File: src/rtl/vga_capture_pkg.sv
// Shared types and default timing for the VGA frame capture path.
//   - cap_state_e : capture FSM states
//   - pixel_t     : 12-bit {r,g,b} pixel, 4 bits per channel
//   - *_DEF       : default 640x480 timing (active, back porch, vertical skip)
package vga_capture_pkg;

  localparam int unsigned CAP_WIDTH  = 320;
  localparam int unsigned CAP_HEIGHT = 240;

  localparam int unsigned H_ACTIVE_DEF = 2 * CAP_WIDTH;
  localparam int unsigned H_BP_DEF     = 48;
  localparam int unsigned V_ACTIVE_DEF = 2 * CAP_HEIGHT;
  localparam int unsigned V_SKIP_DEF   = 33;

  // Shared pixel/back-porch/skip counter and line counter widths.
  localparam int unsigned CNT_W  = 11;
  localparam int unsigned LINE_W = 9;

  typedef enum logic [2:0] {
    IDLE,
    ARMED,
    V_SKIP_ST,
    H_BACK,
    PIXELS,
    LINE_WAIT,
    DONE
  } cap_state_e;

  typedef struct packed {
    logic [3:0] r;
    logic [3:0] g;
    logic [3:0] b;
  } pixel_t;

endpackage

File: src/rtl/vga_sync_edge_detect.sv
// Input stage of the capture path: registers the raw VGA inputs once and
// produces rise/fall strobes for hsync and vsync by comparing the registered
// value with its previous value.
// Ports:
//   clk, rst_n            pixel clock, async active-low reset
//   hsync_i, vsync_i      raw active-low syncs
//   red_i/green_i/blue_i  raw colour samples
//   pix_o                 registered pixel {r,g,b}
//   hs_rise_o/hs_fall_o   registered hsync edge strobes
//   vs_rise_o/vs_fall_o   registered vsync edge strobes
module vga_sync_edge_detect
  import vga_capture_pkg::*;
(
  input  logic       clk,
  input  logic       rst_n,
  input  logic       hsync_i,
  input  logic       vsync_i,
  input  logic [3:0] red_i,
  input  logic [3:0] green_i,
  input  logic [3:0] blue_i,
  output pixel_t     pix_o,
  output logic       hs_rise_o,
  output logic       hs_fall_o,
  output logic       vs_rise_o,
  output logic       vs_fall_o
);

  logic   hs_q, hs_d, hs_prev_q, hs_prev_d;
  logic   vs_q, vs_d, vs_prev_q, vs_prev_d;
  pixel_t pix_q, pix_d;

  always_comb begin
    hs_d      = hsync_i;
    vs_d      = vsync_i;
    hs_prev_d = hs_q;
    vs_prev_d = vs_q;
    pix_d.r   = red_i;
    pix_d.g   = green_i;
    pix_d.b   = blue_i;
  end

  // Syncs reset to their idle (high) level so no edge is seen out of reset.
  always_ff @(posedge clk or negedge rst_n) begin
    if (!rst_n) begin
      hs_q      <= 1'b1;
      vs_q      <= 1'b1;
      hs_prev_q <= 1'b1;
      vs_prev_q <= 1'b1;
      pix_q     <= '0;
    end else begin
      hs_q      <= hs_d;
      vs_q      <= vs_d;
      hs_prev_q <= hs_prev_d;
      vs_prev_q <= vs_prev_d;
      pix_q     <= pix_d;
    end
  end

  assign pix_o     = pix_q;
  assign hs_rise_o = hs_q & ~hs_prev_q;
  assign hs_fall_o = ~hs_q & hs_prev_q;
  assign vs_rise_o = vs_q & ~vs_prev_q;
  assign vs_fall_o = ~vs_q & vs_prev_q;

endmodule

File: src/rtl/vga_frame_capture.sv
// Captures a VGA stream, decimates 2x in each axis and writes the result
// sequentially into the frame SRAM write port.
// Build option: VGA_CAPTURE_CONTINUOUS_EN -- when defined, every frame is
// captured after a single start (DONE re-arms instead of going idle).
// Ports:
//   clk, rst_n                     pixel clock, async active-low reset
//   start                          arm capture of the next frame (IDLE only)
//   vga_hsync, vga_vsync           active-low syncs
//   vga_red/green/blue             4-bit colour samples
//   sram_we, sram_addr, sram_din   registered SRAM write port
//   busy                           capture armed or in progress
//   frame_done                     one-cycle pulse at frame end
//   sync_error                     sticky abort flag, cleared on arming
module vga_frame_capture
  import vga_capture_pkg::*;
#(
  parameter int unsigned H_ACTIVE   = H_ACTIVE_DEF,
  parameter int unsigned H_BP       = H_BP_DEF,
  parameter int unsigned V_ACTIVE   = V_ACTIVE_DEF,
  parameter int unsigned V_SKIP     = V_SKIP_DEF,
  parameter int unsigned ADDR_WIDTH = 17,
  parameter int unsigned DATA_WIDTH = 12
) (
  input  logic                  clk,
  input  logic                  rst_n,
  input  logic                  start,
  input  logic                  vga_hsync,
  input  logic                  vga_vsync,
  input  logic [3:0]            vga_red,
  input  logic [3:0]            vga_green,
  input  logic [3:0]            vga_blue,
  output logic                  sram_we,
  output logic [ADDR_WIDTH-1:0] sram_addr,
  output logic [DATA_WIDTH-1:0] sram_din,
  output logic                  busy,
  output logic                  frame_done,
  output logic                  sync_error
);

  pixel_t pix;
  logic   hs_rise, hs_fall, vs_rise, vs_fall;

  vga_sync_edge_detect u_edge (
    .clk       (clk),
    .rst_n     (rst_n),
    .hsync_i   (vga_hsync),
    .vsync_i   (vga_vsync),
    .red_i     (vga_red),
    .green_i   (vga_green),
    .blue_i    (vga_blue),
    .pix_o     (pix),
    .hs_rise_o (hs_rise),
    .hs_fall_o (hs_fall),
    .vs_rise_o (vs_rise),
    .vs_fall_o (vs_fall)
  );

  cap_state_e            state_q, state_d;
  logic [CNT_W-1:0]      cnt_q, cnt_d;
  logic [LINE_W-1:0]     line_q, line_d;
  logic [ADDR_WIDTH-1:0] wr_addr_q, wr_addr_d;
  logic                  sram_we_q, sram_we_d;
  logic [ADDR_WIDTH-1:0] sram_addr_q, sram_addr_d;
  logic [DATA_WIDTH-1:0] sram_din_q, sram_din_d;
  logic                  busy_q, busy_d;
  logic                  frame_done_q, frame_done_d;
  logic                  sync_error_q, sync_error_d;
  logic                  arm;
  logic                  err;

  always_comb begin
    state_d      = state_q;
    cnt_d        = cnt_q;
    line_d       = line_q;
    wr_addr_d    = wr_addr_q;
    sram_we_d    = 1'b0;
    sram_addr_d  = sram_addr_q;
    sram_din_d   = sram_din_q;
    busy_d       = busy_q;
    frame_done_d = 1'b0;
    sync_error_d = sync_error_q;
    arm          = 1'b0;

    // cnt_q in PIXELS is the pixel index k of the pixel held in the input
    // register this cycle; the write lands on the port next cycle. This also
    // runs in an abort cycle so the in-flight pixel still completes.
    if (state_q == PIXELS && !line_q[0] && !cnt_q[0]) begin
      sram_we_d   = 1'b1;
      sram_addr_d = wr_addr_q;
      sram_din_d  = DATA_WIDTH'(pix);
      wr_addr_d   = wr_addr_q + 1'b1;
    end

    case (state_q)
      IDLE: begin
        if (start) arm = 1'b1;
      end
      ARMED: begin
        if (vs_rise) begin
          state_d = V_SKIP_ST;
          cnt_d   = '0;
        end
      end
      V_SKIP_ST: begin
        if (hs_rise) begin
          if (cnt_q == CNT_W'(V_SKIP)) begin
            state_d = H_BACK;
            cnt_d   = CNT_W'(1);
            line_d  = '0;
          end else begin
            cnt_d = cnt_q + 1'b1;
          end
        end
      end
      // The hsync rise cycle counts as back-porch clock 0, so H_BACK itself
      // spans H_BP-1 cycles and PIXELS starts exactly H_BP after the rise.
      H_BACK: begin
        if (cnt_q == CNT_W'(H_BP - 1)) begin
          state_d = PIXELS;
          cnt_d   = '0;
        end else begin
          cnt_d = cnt_q + 1'b1;
        end
      end
      PIXELS: begin
        if (cnt_q == CNT_W'(H_ACTIVE - 1)) begin
          if (line_q == LINE_W'(V_ACTIVE - 1)) begin
            state_d      = DONE;
            frame_done_d = 1'b1;
`ifndef VGA_CAPTURE_CONTINUOUS_EN
            busy_d       = 1'b0;
`endif
          end else begin
            state_d = LINE_WAIT;
          end
        end else begin
          cnt_d = cnt_q + 1'b1;
        end
      end
      LINE_WAIT: begin
        if (hs_rise) begin
          state_d = H_BACK;
          cnt_d   = CNT_W'(1);
          line_d  = line_q + 1'b1;
        end
      end
      DONE: begin
`ifdef VGA_CAPTURE_CONTINUOUS_EN
        arm = 1'b1;
`else
        state_d = IDLE;
`endif
      end
      default: state_d = IDLE;
    endcase

    if (arm) begin
      state_d      = ARMED;
      sync_error_d = 1'b0;
      busy_d       = 1'b1;
      wr_addr_d    = '0;
    end

    err = (hs_fall && (state_q == H_BACK || state_q == PIXELS)) ||
          (vs_fall && (state_q == V_SKIP_ST || state_q == H_BACK ||
                       state_q == PIXELS || state_q == LINE_WAIT));
    if (err) begin
      state_d      = IDLE;
      sync_error_d = 1'b1;
      busy_d       = 1'b0;
      frame_done_d = 1'b0;
    end
  end

  always_ff @(posedge clk or negedge rst_n) begin
    if (!rst_n) begin
      state_q      <= IDLE;
      cnt_q        <= '0;
      line_q       <= '0;
      wr_addr_q    <= '0;
      sram_we_q    <= 1'b0;
      sram_addr_q  <= '0;
      sram_din_q   <= '0;
      busy_q       <= 1'b0;
      frame_done_q <= 1'b0;
      sync_error_q <= 1'b0;
    end else begin
      state_q      <= state_d;
      cnt_q        <= cnt_d;
      line_q       <= line_d;
      wr_addr_q    <= wr_addr_d;
      sram_we_q    <= sram_we_d;
      sram_addr_q  <= sram_addr_d;
      sram_din_q   <= sram_din_d;
      busy_q       <= busy_d;
      frame_done_q <= frame_done_d;
      sync_error_q <= sync_error_d;
    end
  end

  assign sram_we    = sram_we_q;
  assign sram_addr  = sram_addr_q;
  assign sram_din   = sram_din_q;
  assign busy       = busy_q;
  assign frame_done = frame_done_q;
  assign sync_error = sync_error_q;

endmodule

File: config.mk
export PLATFORM = sky130hd
export DESIGN_NAME = vga_frame_capture
export DESIGN_NICKNAME = d
export VERILOG_FILES = /design/src/rtl/vga_capture_pkg.sv /design/src/rtl/vga_sync_edge_detect.sv /design/src/rtl/vga_frame_capture.sv
export SDC_FILE = /design/constraint.sdc
export NUM_CORES = 1
export LEC_CHECK = 0
export ABC_AREA = 1
export BUFFER_PORTS_ARGS = -buffer_cell sky130_fd_sc_hd__buf_4
export CAP_MARGIN = 20
export CORE_MARGIN = 10
export CORE_UTILIZATION = 58
export DETAILED_ROUTE_END_ITERATION = 7
export GPL_TIMING_DRIVEN = 0
export MAX_ROUTING_LAYER = met4
export PLACE_DENSITY = 0.79
export SETUP_SLACK_MARGIN = 0.05
export SLEW_MARGIN = 25
export SYNTH_ARGS = -nofsm -noshare
export SYNTH_HDL_FRONTEND = slang
export SYNTH_SLANG_ARGS = --single-unit
File: constraint.sdc
create_clock -name clk -period 1.7 [get_ports clk]
set_input_delay 0.425 -clock clk [delete_from_list [all_inputs] [get_ports clk]]
set_output_delay 0.425 -clock clk [all_outputs]
set_load 0.05 [all_outputs]
# == After elaboration in Yosys (flattened, before gate mapping) ==
# Cells that the tools add are included.
# word_totals
inputBits,17
output_inout_bits,33
elab_cells,109
register_bits,89
# op_classes
bitwise_logic,8
n_eq_ne,21
add_sub_neg,3
n_reduce_logical,23
mux,37
# ops
cell,n
$mux W11,6
$pmux W11 S5,1
$mux W17,2
$mux W9,3
$mux W3,8
$eq A11 B6 Y1 const B,2
$pmux W3 S6,1
$pmux W9 S2,1
$add A17 B1 Y17 const B,1
$ne A4 B4 Y1 const B,4
$mux W1,14
$add A11 B1 Y11 const B,1
$eq A11 B10 Y1 const B,1
$add A9 B1 Y9 const B,1
$eq A9 B9 Y1 const B,1
$reduce_bool A3 Y1,3
$ne A2 B2 Y1 const B,4
$ne A4 B3 Y1 const B,2
$reduce_and A7 Y1,1
$eq A3 B2 Y1 const B,2
$eq A3 B3 Y1 const B,2
$reduce_bool A2 Y1,3
$logic_or A1 B1 Y1,5
$reduce_and A5 Y1,1
other kinds (12),22

# == Depth between registers and ports, before layout ==
# Gate-level depths: netlist of run 1.
# logic_depth
ltp_word,8
depth_mapped,12
mapped_depth_nobuf,12

# == By module ==
# Synthesis of run 1 repeated with hierarchy kept, for this count alone.
# hier_totals
cells_unflattened,547
area_unflattened_um2,4355.4
# by_module_without_submodules
module,n_inst,area_per_inst_um2,cells_each,seq_area_each_um2
vga_frame_capture,1,3920.0,523,1826.8
vga_sync_edge_detect,1,435.4,24,405.4

# == Worst setup path before layout of run 1 ==
# No wires, ideal clock.
# synth_timing
path_type,reg2reg
start,reg cnt_q[0]
end,"reg busy_q, in the netlist busy"
t_arrival_ps,1488
slack_ps,89
n_path_buf,0
setup_ps,123
synth_period_minus_slack_ps,1611
path_stages_with_launch,8
path_cell_list,dfrtp_1 > ha_1 > nand3_1 > nor2_1 > nand3_2 > or2_2 > nand2_1 > a21oi_1
# synth_via
elab_chain_len,3
# synth_lines
item,line,source
"start, declared",vga_frame_capture.sv:59,"logic [CNT_W-1:0] cnt_q, cnt_d;"
"start signal, assigned",vga_frame_capture.sv:189,cnt_q <= cnt_d;
$eq A11 B10 Y1,vga_frame_capture.sv:126,if (cnt_q == CNT_W'(H_ACTIVE - 1)) begin
$reduce_bool A3 Y1 (no line),--,
$reduce_and A3 Y1 (no line),--,
"end signal, assigned",vga_frame_capture.sv:195,busy_q <= busy_d;
"end, declared",vga_frame_capture.sv:65,"logic busy_q, busy_d;"
# Every way passes these cells.
# A chain may end at the register's enable or synchronous reset.

# == Worst setup path after layout of run 1 ==
# layout_timing
start,reg cnt_q[1]
end,reg line_q[8]
# layout_via
elab_chain_len,3
# layout_lines
item,line,source
$eq A11 B6 Y1,vga_frame_capture.sv:106,if (cnt_q == CNT_W'(V_SKIP)) begin
$ne A2 B2 Y1 (no line),--,
$reduce_and A4 Y1 (no line),--,
"end signal, assigned",vga_frame_capture.sv:190,line_q <= line_d;
"end, declared",vga_frame_capture.sv:60,"logic [LINE_W-1:0] line_q, line_d;"
# Every way passes these cells.

==> flow_summary.yaml, run 1 <==
synth:
  synthAdderAreaFrac: 0.01154
  synth-xor-area-share: 0.01615
  ys_seq_elements: 89
  avgSynthCellArea_um2: 8.004
  synth_area_um2: 4338
  yosys_most_used_dff: "dfrtp_1"
  synth_top_family_by_area: "simple AND/OR/NAND/NOR gates"
  ys_top_cells_by_count: "nand2_1 (188), dfrtp_1 (85), inv_1 (44), nor2_1 (44), nand3_1 (38)"
  yosysSeqAreaShare: 0.5146
  synth_mux_area_frac: 0
  yosysTopAreaCellShare: 0.4903
  synth-simple-area-share: 0.3213
  yosysMostFrequentCell: "nand2_1"
  yosys_warnings: 0
  ys_types: 35
  async_flop_share: 1.000
  synth_cells: 542
  synth_edf_count: 0
  synth.area.top_cells: "dfrtp_1 (49%), nand2_1 (16%), nand3_1 (4.4%)"
  yosysTopAreaCell: "dfrtp_1"
  synth_fp_nets: 563
  synth_compound_area_frac: 0.07643
detailed_routing:
  dr.pass1.iters: 5
  vias: 3984
  avgViaCountPerCell: 5.458
  ant_nets: 0
  drc: 0
  wl_um: 10780
  drt_iter0_markers: 285
  wire_per_inst_um: 14.77
worst_setup_path:
  crit_start: "cnt_q[1]"
  ff2ff_setup_slack_ns: 0.06
  worstPathArrival_ns: 1.89
  crit_required_ns: 1.95
  cp-end-kind: "register"
  rr_worst_depth: 10
  critPathKind: "register to register"
  worstReg2RegStart: "cnt_q[1]"
  endpoint: "line_q[8]"
  critPathLaunchType: "register"
  worst-path-max-fanout: 5
  reg2reg_to: "line_q[8]"
power:
  p_sw_frac: 0.4341
  sequentialPowerShare: 0.376
  p_comb_frac: 0.427
  power.internal_mw: 4.004
  power_mw: 7.076
  ir_drop_mv: 1.092
  powerDensity_nw_per_um2: 1302
  switchingPower_mw: 3.072
  clockPowerShare: 0.196
  p_leak_nw: 2.628
timing:
  rsz0062_at_grt: "yes"
  tightestPinTransition_ns: 0.7912
  slew_violations: 0
  setup_tns_ns: 0
  max_freq_mhz: 608.1
  finalHoldViolCount: 0
  final-setup-viol-count: 0
  slew_headroom: 0.4725
  fin_crit_sh: 0.9673
  period_needed_ns: 1.644
  timing.hold.ws_ns: 0.1010
  skew_ns: 0.01327
placement:
  gp_congestion: 0.9507
  post-dp-hpwl_um: 7194
  portBuffers: 49
  place_area_um2: 4833
grt:
  gr-total-overflow: 0
  grtUsageTotal: 0.1841
  grt_max_degree: 90
  grt_antenna_before_repair: 0
  grt_first_pass_wirelength_um: 17020
  grt_pass1_vias: 3779
floorplan:
  start_util: 0.5981
  die_h_um: 106.5
  core_area_um2: 7253
  chipWidth_um: 106.5
  ios: 50
  die-area_um2: 11340
  rows: 31
clock_tree:
  cts_buffer_depth: 2
  cts_inserted_buffers: 9
  tritoncts: "built"
  holdBufCountCts: 0
  insertion_delay_ns: 0.37
  cts_sinks: 89
  h-tree-depth: 3
  clock-root-buffer: "clkbuf_8"
  clkTransAtPathRegs_ns: 0.10
final_layout:
  finish.instance_area_um2: 5433
  layout.nets: 647
  area_growth_pct: 25.24
  drive_above_1_share: 0.2853
  fin_util: 0.7490
  insertedDiodeCount: 0
outcome:
  status: "complete, no violations"
flow_run:
  cap_violations: 0
worst_hold_path:
  hp-class: "input port to async pin"
[worst min-delay path by stage]
stage,end,slack [ns],cells past startpoint
floorplan,busy,0.13,0
global placement,u_edge.vs_prev_q,0.36,0
detailed placement,u_edge.vs_prev_q,0.36,0
CTS,cnt_q[3],0.15,1
global route,u_edge.pix_o[1],0.14,1
finish,cnt_q[3],0.10,1
[power groups by stage]
stage / combinational, mW / clock, mW / sequential (mW)
final: 3.02 / 1.39 / 2.66
after global routing: 3.27 / 1.48 / 2.71
after CTS: 2.63 / 1.40 / 2.65
after detailed placement: 2.47 / 0 / 2.69
after global placement: 2.42 / 0 / 2.69
after floorplan: 1.02 / 0 / 3.37
[layer usage]
| layer | vias up | wire length, um | global-route usage |
|---|---|---|---|
| met4 | 0 | 171 | 0.05222 |
| met1 | 1871 | 4838 | 0.2380 |
| met2 | 169 | 5041 | 0.2853 |
| met3 | 24 | 728 | 0.04106 |
| li1 | 1920 | - | - |
| met5 | - | 0 | - |
[worst max-delay path: stages (launching register included)]
cell and delay (ns):
dfrtp_1 0.42, inv_1 0.07, ha_2 0.17, nand2_2 0.06, nor2_4 0.14, nand3_4 0.11, o21ai_2 0.16, nand2_2 0.12
buf_6 0.16, nand2_1 0.06, o21ai_1 0.06
[placed cells by master (no fill, tap or decap), types with 2 or more instances in the layout]
cell type	n
o21ai_0	29
nand3b_1	6
clkinvlp_4	2
nor3_4	2
nand3_1	33
nand2_4	4
buf_6	7
buf_4	71
inv_6	3
nand2_2	20
nand3_2	5
clkbuf_8	9
buf_2	4
o21ai_2	6
nor2_1	32
dfstp_2	4
xor2_1	8
inv_2	8
ha_2	3
nand2_1	169
nor2_2	7
o211ai_1	2
nor3_1	11
o21bai_1	2
nand4_1	14
nor2_4	11
dfrtp_1	79
dfrtp_2	6
a31oi_1	2
a21oi_1	15
inv_1	42
[cell type report]
class | instances | area (um2)
clock inverters | 7 | 62.56
well taps | 99 | 123.9
flip-flops and latches | 89 | 2240
inverters | 51 | 193.9
multi-input cells | 391 | 2046
fillers | 547 | 1821
clock buffers | 9 | 123.9
plain buffers | 11 | 80.08
repair buffers | 73 | 563.0
[per-stage QoR]
stage / instances / worst slack [ns]
after floorplan: 542 / 0.08949
after global placement: 690 / -0.1335
after detailed placement: 690 / -0.1865
after CTS: 713 / 0.03681
after global routing: 730 / -0.06338
final: 730 / 0.05562
[cells by family (layout without fill, tap and decap cells)]
group | after synthesis | after routing
AOI/OAI and AO/OA | 59 | 59
xor gates and xnor gates | 8 | 8
adders and majority gates | 4 | 4
buffers and inverters | 62 | 151
DFF | 89 | 89
and+or+nand+nor | 320 | 320
[repair_timing]
item	CTS	global route
setup endpoints to repair	27	71
buffers inserted	6	16
hold endpoints to repair	0	0
resized for setup	13	66
cloned	1	1
pin swaps	3	24
[sequential cells by signal, indices dropped and copies added, names as in the netlist]
name / cells
u_edge.pix_o: 12
u_edge.vs_prev_d: 1
sram_addr: 17
line_q: 9
state_q: 3
u_edge.vs_prev_q: 1
sync_error: 1
wr_addr_q: 17
sram_din: 12
busy: 1
frame_done: 1
sram_we: 1
u_edge.hs_prev_q: 1
cnt_q: 11
u_edge.hs_prev_d: 1
Note: power is estimated with default switching activity, not from simulation.
==> run 2, diff against run 1 <==
- SETUP_SLACK_MARGIN: 0.05 -> 0.2
==> run 2 against run 1 <==
Sequential share of layout area fell by 3.8 points. Die area unchanged. Global-route usage increased by 0.51 points. Combinational power up 20%. Final area increased by 10%. Sequential cell count unchanged. Clock skew rose by 0.0019 ns. Hold slack got worse by 0.015 ns. Non-clock buffer count grew 16. Critical path depth down 1. Power grew 10%. Clock power is 6% higher. Critical path type unchanged. Critical endpoint is now wr_addr_q[8].
==> flow_summary.yaml, run 2 (synthesis results as in run 1) <==
worst_setup_path:
  critPathSlowestCell: "dfrtp_2"
  worstPathArrival_ns: 1.93
  critPathMaxStageDelay_ns: 0.47
  critPathKind: "register to register"
  critPathLaunchType: "register"
  worst-path-max-fanout: 5
  cp-end-kind: "register"
  critPathMostFrequentCell: "nor2_4"
  crit_required_ns: 1.96
  path_cells: "nor2_4 -> nand2_4 -> buf_6 -> nor2_4 -> nand2_4 -> buf_8 -> nor2_4 -> buf_4 -> a211oi_2"
floorplan:
  start_util: 0.5981
  die-area_um2: 11340
  rows: 31
  ios: 50
  die_h_um: 106.5
  chipWidth_um: 106.5
  core_area_um2: 7253
grt:
  grt_first_pass_wirelength_um: 17390
  gr-total-overflow: 0
  grtUsageTotal: 0.1892
  grt_pass1_vias: 3836
  grt_max_degree: 90
  grt_antenna_before_repair: 0
clock_tree:
  insertion_delay_ns: 0.38
  cts_inserted_buffers: 9
  clkTransAtPathRegs_ns: 0.11
  cts_sinks: 89
  tritoncts: "built"
  cts_buffer_depth: 2
  clock-root-buffer: "clkbuf_8"
  holdBufCountCts: 0
  h-tree-depth: 3
timing:
  slew_violations: 0
  tightestPinTransition_ns: 0.8066
  finalHoldViolCount: 0
  timing.hold.ws_ns: 0.08617
  setup_tns_ns: 0
  fin_crit_sh: 0.9818
  slew_headroom: 0.4622
  final-setup-viol-count: 0
  max_freq_mhz: 599.1
  period_needed_ns: 1.669
  rsz0062_at_grt: "yes"
  skew_ns: 0.01522
detailed_routing:
  vias: 4489
  avgViaCountPerCell: 6.017
  ant_nets: 0
  wl_um: 13820
  wire_per_inst_um: 18.53
  drc: 0
  drt_iter0_markers: 480
  dr.pass1.iters: 5
final_layout:
  drive_above_1_share: 0.3787
  final_cell_mix: "nand2_1 (155), buf_4 (78), dfrtp_1 (78)"
  layout.nets: 663
  layout_commonest_cell: "nand2_1"
  fill_cells: 419
  fin_util: 0.8247
  area_growth_pct: 37.90
  insertedDiodeCount: 0
power:
  powerDensity_nw_per_um2: 1301
  power_mw: 7.784
  ir_drop_mv: 0.9611
  p_leak_nw: 2.853
outcome:
  status: "complete, no violations"
flow_run:
  cap_violations: 0
worst_hold_path:
  hp-class: "input port to async pin"
placement:
  portBuffers: 49
  post-dp-hpwl_um: 7125
  gp_congestion: 0.9500
-- run 2: cell types whose count changed in the layout (fill, tap and decap cells not counted), sizes merged --
cell | before | now
clkbuf | 11 | 12
clkinvlp | 2 | 1
inv | 54 | 52
buf | 82 | 97
clkinv | 2 | 5
-- run 2: power by group --
group / leakage, nW / switching, mW / internal [mW]
combinational: 1.59 / 2.33 / 1.29
clock: 0.0966 / 0.898 / 0.574
sequential: 1.16 / 0.262 / 2.42
total: 2.85 / 3.49 / 4.29
-- run 2: area by class of cell --
type                            instances  area, um2  area share
Tap cell                               99      123.9     0.02071
Clock inverter                          7      72.57     0.01213
Multi-Input combinational cell        391       2301      0.3846
Inverter                               51      205.2     0.03430
Clock buffer                            9      123.9     0.02071
Buffer                                 11      135.1     0.02259
Timing Repair Buffer                   89      779.5      0.1303
Sequential cell                        89       2241      0.3746
-- run 2: routing by layer --
| metal | up-vias | share of wire | track usage |
|---|---|---|---|
| met2 | 303 | 0.48 | 0.2911 |
| met5 | - | 0 | - |
| met4 | 0 | 0.044 | 0.07737 |
| met3 | 82 | 0.086 | 0.03925 |
| li1 | 1948 | - | - |
| met1 | 2156 | 0.39 | 0.2389 |
-- run 2: critical path, delay by kind of cell (launching register included) --
| family | cells | cell delay (ns) |
|---|---|---|
| AOI/OAI and AO/OA | 1 | 0.07 |
| DFF | 1 | 0.47 |
| buffers and inverters | 3 | 0.43 |
| and+or+nand+nor | 5 | 0.59 |
-- run 2: what timing repair did --
action | in CTS | in global routing
pin swaps | 9 | 29
gates cloned | 1 | 6
gates resized for setup | 37 | 152
buffers inserted | 18 | 15
endpoints found under the setup margin | 71 | 72
-- run 2: final timing paths --
| path | startpoint | to | slack (ns) | depth (start not counted) |
|---|---|---|---|---|
| setup / recovery | state_q[0] | wr_addr_q[8] | 0.03 | 9 |
| hold / removal | rst_n | cnt_q[3] | 0.09 | 1 |
| setup reg to reg | state_q[0] | wr_addr_q[8] | 0.03 | 9 |
| hold reg to reg | u_edge.hs_prev_d | u_edge.hs_prev_q | 0.38 | 0 |
| max in group asynchronous | rst_n | line_q[0] | 1.00 | 1 |
| min in group clk | vga_blue[2] | u_edge.pix_o[2] | 0.15 | 1 |
-- run 2: through the flow --
step / worst slack (ns) / instance area, um2 / std cells
finish: 0.03091 / 5982 / 746
global route: -0.04148 / 5982 / 746
CTS: 0.1057 / 5305 / 725
detailed placement: -0.08857 / 4853 / 690
global placement: -0.04601 / 4850 / 690
floorplan: 0.1936 / 4358 / 542
==> run 3, diff against run 2 <==
- SETUP_SLACK_MARGIN: 0.2 -> default
==> run 3 against run 2 <==
Sequential power about the same. Clock skew decreased by 0.00064 ns. Via count shrank 14%. Largest cell class is now sequential cells. Largest power group unchanged.
==> flow_summary.yaml, run 3 (synthesis results as in run 1) <==
power:
  powerDensity_nw_per_um2: 1306
  switchingPower_mw: 2.967
  clockPowerShare: 0.202
  p_sw_frac: 0.4333
  sequentialPowerShare: 0.390
  power.internal_mw: 3.880
  ir_drop_mv: 1.088
  p_comb_frac: 0.408
  p_leak_nw: 2.558
final_layout:
  insertedDiodeCount: 0
  area_growth_pct: 20.83
  layout.nets: 636
  layout_commonest_cell: "nand2_1"
  stdcell_count: 719
  drive_above_1_share: 0.2323
  final_cell_mix: "nand2_1 (184), dfrtp_1 (79), buf_4 (61)"
  fin_util: 0.7226
timing:
  final-setup-viol-count: 0
  slew_violations: 0
  rsz0062_at_grt: "yes"
  tightestPinTransition_ns: 0.7918
  slew_headroom: 0.4721
  fin_crit_sh: 0.9808
  max_freq_mhz: 599.7
  period_needed_ns: 1.667
  finalHoldViolCount: 0
  skew_ns: 0.01457
worst_setup_path:
  critical_path_buf_inv_count: 2
  critPathLaunchType: "register"
  path_cells: "inv_2 -> or2_4 -> nand2_2 -> and2_4 -> nand2_4 -> nor2_4 -> buf_6 -> nand3b_1 -> nand2_1"
  cp_top_family: "simple AND/OR/NAND/NOR gates"
  worstPathArrival_ns: 1.96
  critPathSlowestCell: "dfstp_2"
  crit_required_ns: 2.00
  cp-end-kind: "register"
  critPathKind: "register to register"
  critPathMaxStageDelay_ns: 0.55
  worst-path-max-fanout: 6
grt:
  grt_first_pass_wirelength_um: 16880
  gr-total-overflow: 0
  grt_pass1_vias: 3761
  grt_max_degree: 90
  grt_antenna_before_repair: 0
  grtUsageTotal: 0.1824
detailed_routing:
  ant_nets: 0
  wire_per_inst_um: 14.16
  dr.pass1.iters: 4
  drt_iter0_markers: 277
  wl_um: 10180
  avgViaCountPerCell: 5.344
  drc: 0
  vias: 3842
placement:
  gp_congestion: 0.9507
  post-dp-hpwl_um: 7194
  place_inst: 690
  portBuffers: 49
floorplan:
  die_h_um: 106.5
  core_area_um2: 7253
  start_util: 0.5981
  ios: 50
  rows: 31
  die-area_um2: 11340
  chipWidth_um: 106.5
clock_tree:
  insertion_delay_ns: 0.37
  cts_inserted_buffers: 9
  clkTransAtPathRegs_ns: 0.09
  h-tree-depth: 3
  cts_buffer_depth: 2
  cts_sinks: 89
  tritoncts: "built"
  clock-root-buffer: "clkbuf_8"
flow_run:
  cap_violations: 0
worst_hold_path:
  hp-class: "input port to async pin"
outcome:
  status: "complete, no violations"
## run 3: cell types whose count changed in the layout (fill, tap and decap cells not counted), sizes merged
cell and delta:
buf -26, clkbuf -1, clkinv -3, clkinvlp +1, inv +2
## run 3: routing by layer
metal	share of wire	track usage	vias up
li1	-	-	1893
met1	0.47	0.2339	1832
met2	0.47	0.2822	103
met3	0.056	0.04408	14
met4	0.013	0.05222	0
met5	0	-	-
## run 3: what timing repair did
| item | in CTS | in global routing |
|---|---|---|
| hold buffers | 0 | 0 |
| endpoints found under the setup margin | 25 | 65 |
| pin swaps | 0 | 5 |
| cloned | 0 | 1 |
| resized for setup | 6 | 40 |
| setup buffers | 4 | 8 |
## run 3: worst paths after layout
check	startpoint	endpoint	slack, ns	cells after the start
max in group asynchronous	rst_n	state_q[0]	0.99	1
hold reg to reg	u_edge.vs_prev_d	u_edge.vs_prev_q	0.38	0
setup / recovery	u_edge.vs_prev_d	cnt_q[10]	0.03	9
hold / removal	rst_n	cnt_q[3]	0.09	1
min in group clk	vga_green[1]	u_edge.pix_o[5]	0.16	1
setup reg to reg	u_edge.vs_prev_d	cnt_q[10]	0.03	9
## run 3: final cells by class
type / count / area (um2)
clock inverter: 7 / 62.56
fill: 580 / 2012
multi-input combinational: 391 / 1941
timing repair buffer: 62 / 476.7
clock buffer: 9 / 123.9
buffer: 11 / 80.08
tap: 99 / 123.9
sequential: 89 / 2240
inverter: 51 / 193.9
## run 3: stage by stage
stage | hold slack, ns | total power, mW | area (um2) | setup TNS, ns | worst slack, ns
after floorplan | 0.1294 | 4.388 | 4338 | 0 | 0.08949
after global placement | 0.3574 | 5.104 | 4830 | -1.930 | -0.1335
after detailed placement | 0.3575 | 5.161 | 4833 | -2.939 | -0.1865
after CTS | 0.1492 | 6.584 | 5067 | 0 | 0.02796
after global routing | 0.1443 | 7.222 | 5241 | -0.2209 | -0.05126
final | 0.09083 | 6.846 | 5241 | 0 | 0.03257
## run 3: power groups by stage
stage | Combinational, mW | Clock (mW) | Sequential [mW]
after floorplan | 1.02 | 0 | 3.37
after global placement | 2.42 | 0 | 2.69
after detailed placement | 2.47 | 0 | 2.69
after CTS | 2.53 | 1.40 | 2.65
after global routing | 3.02 | 1.48 | 2.72
final | 2.79 | 1.38 | 2.67
## run 3: worst reg2reg max path, stage by stage, from the launching register on
cell and delay (ns):
dfstp_2 0.55, inv_2 0.03, or2_4 0.22, nand2_2 0.07, and2_4 0.15, nand2_4 0.05, nor2_4 0.23, buf_6 0.16
nand3b_1 0.08, nand2_1 0.08
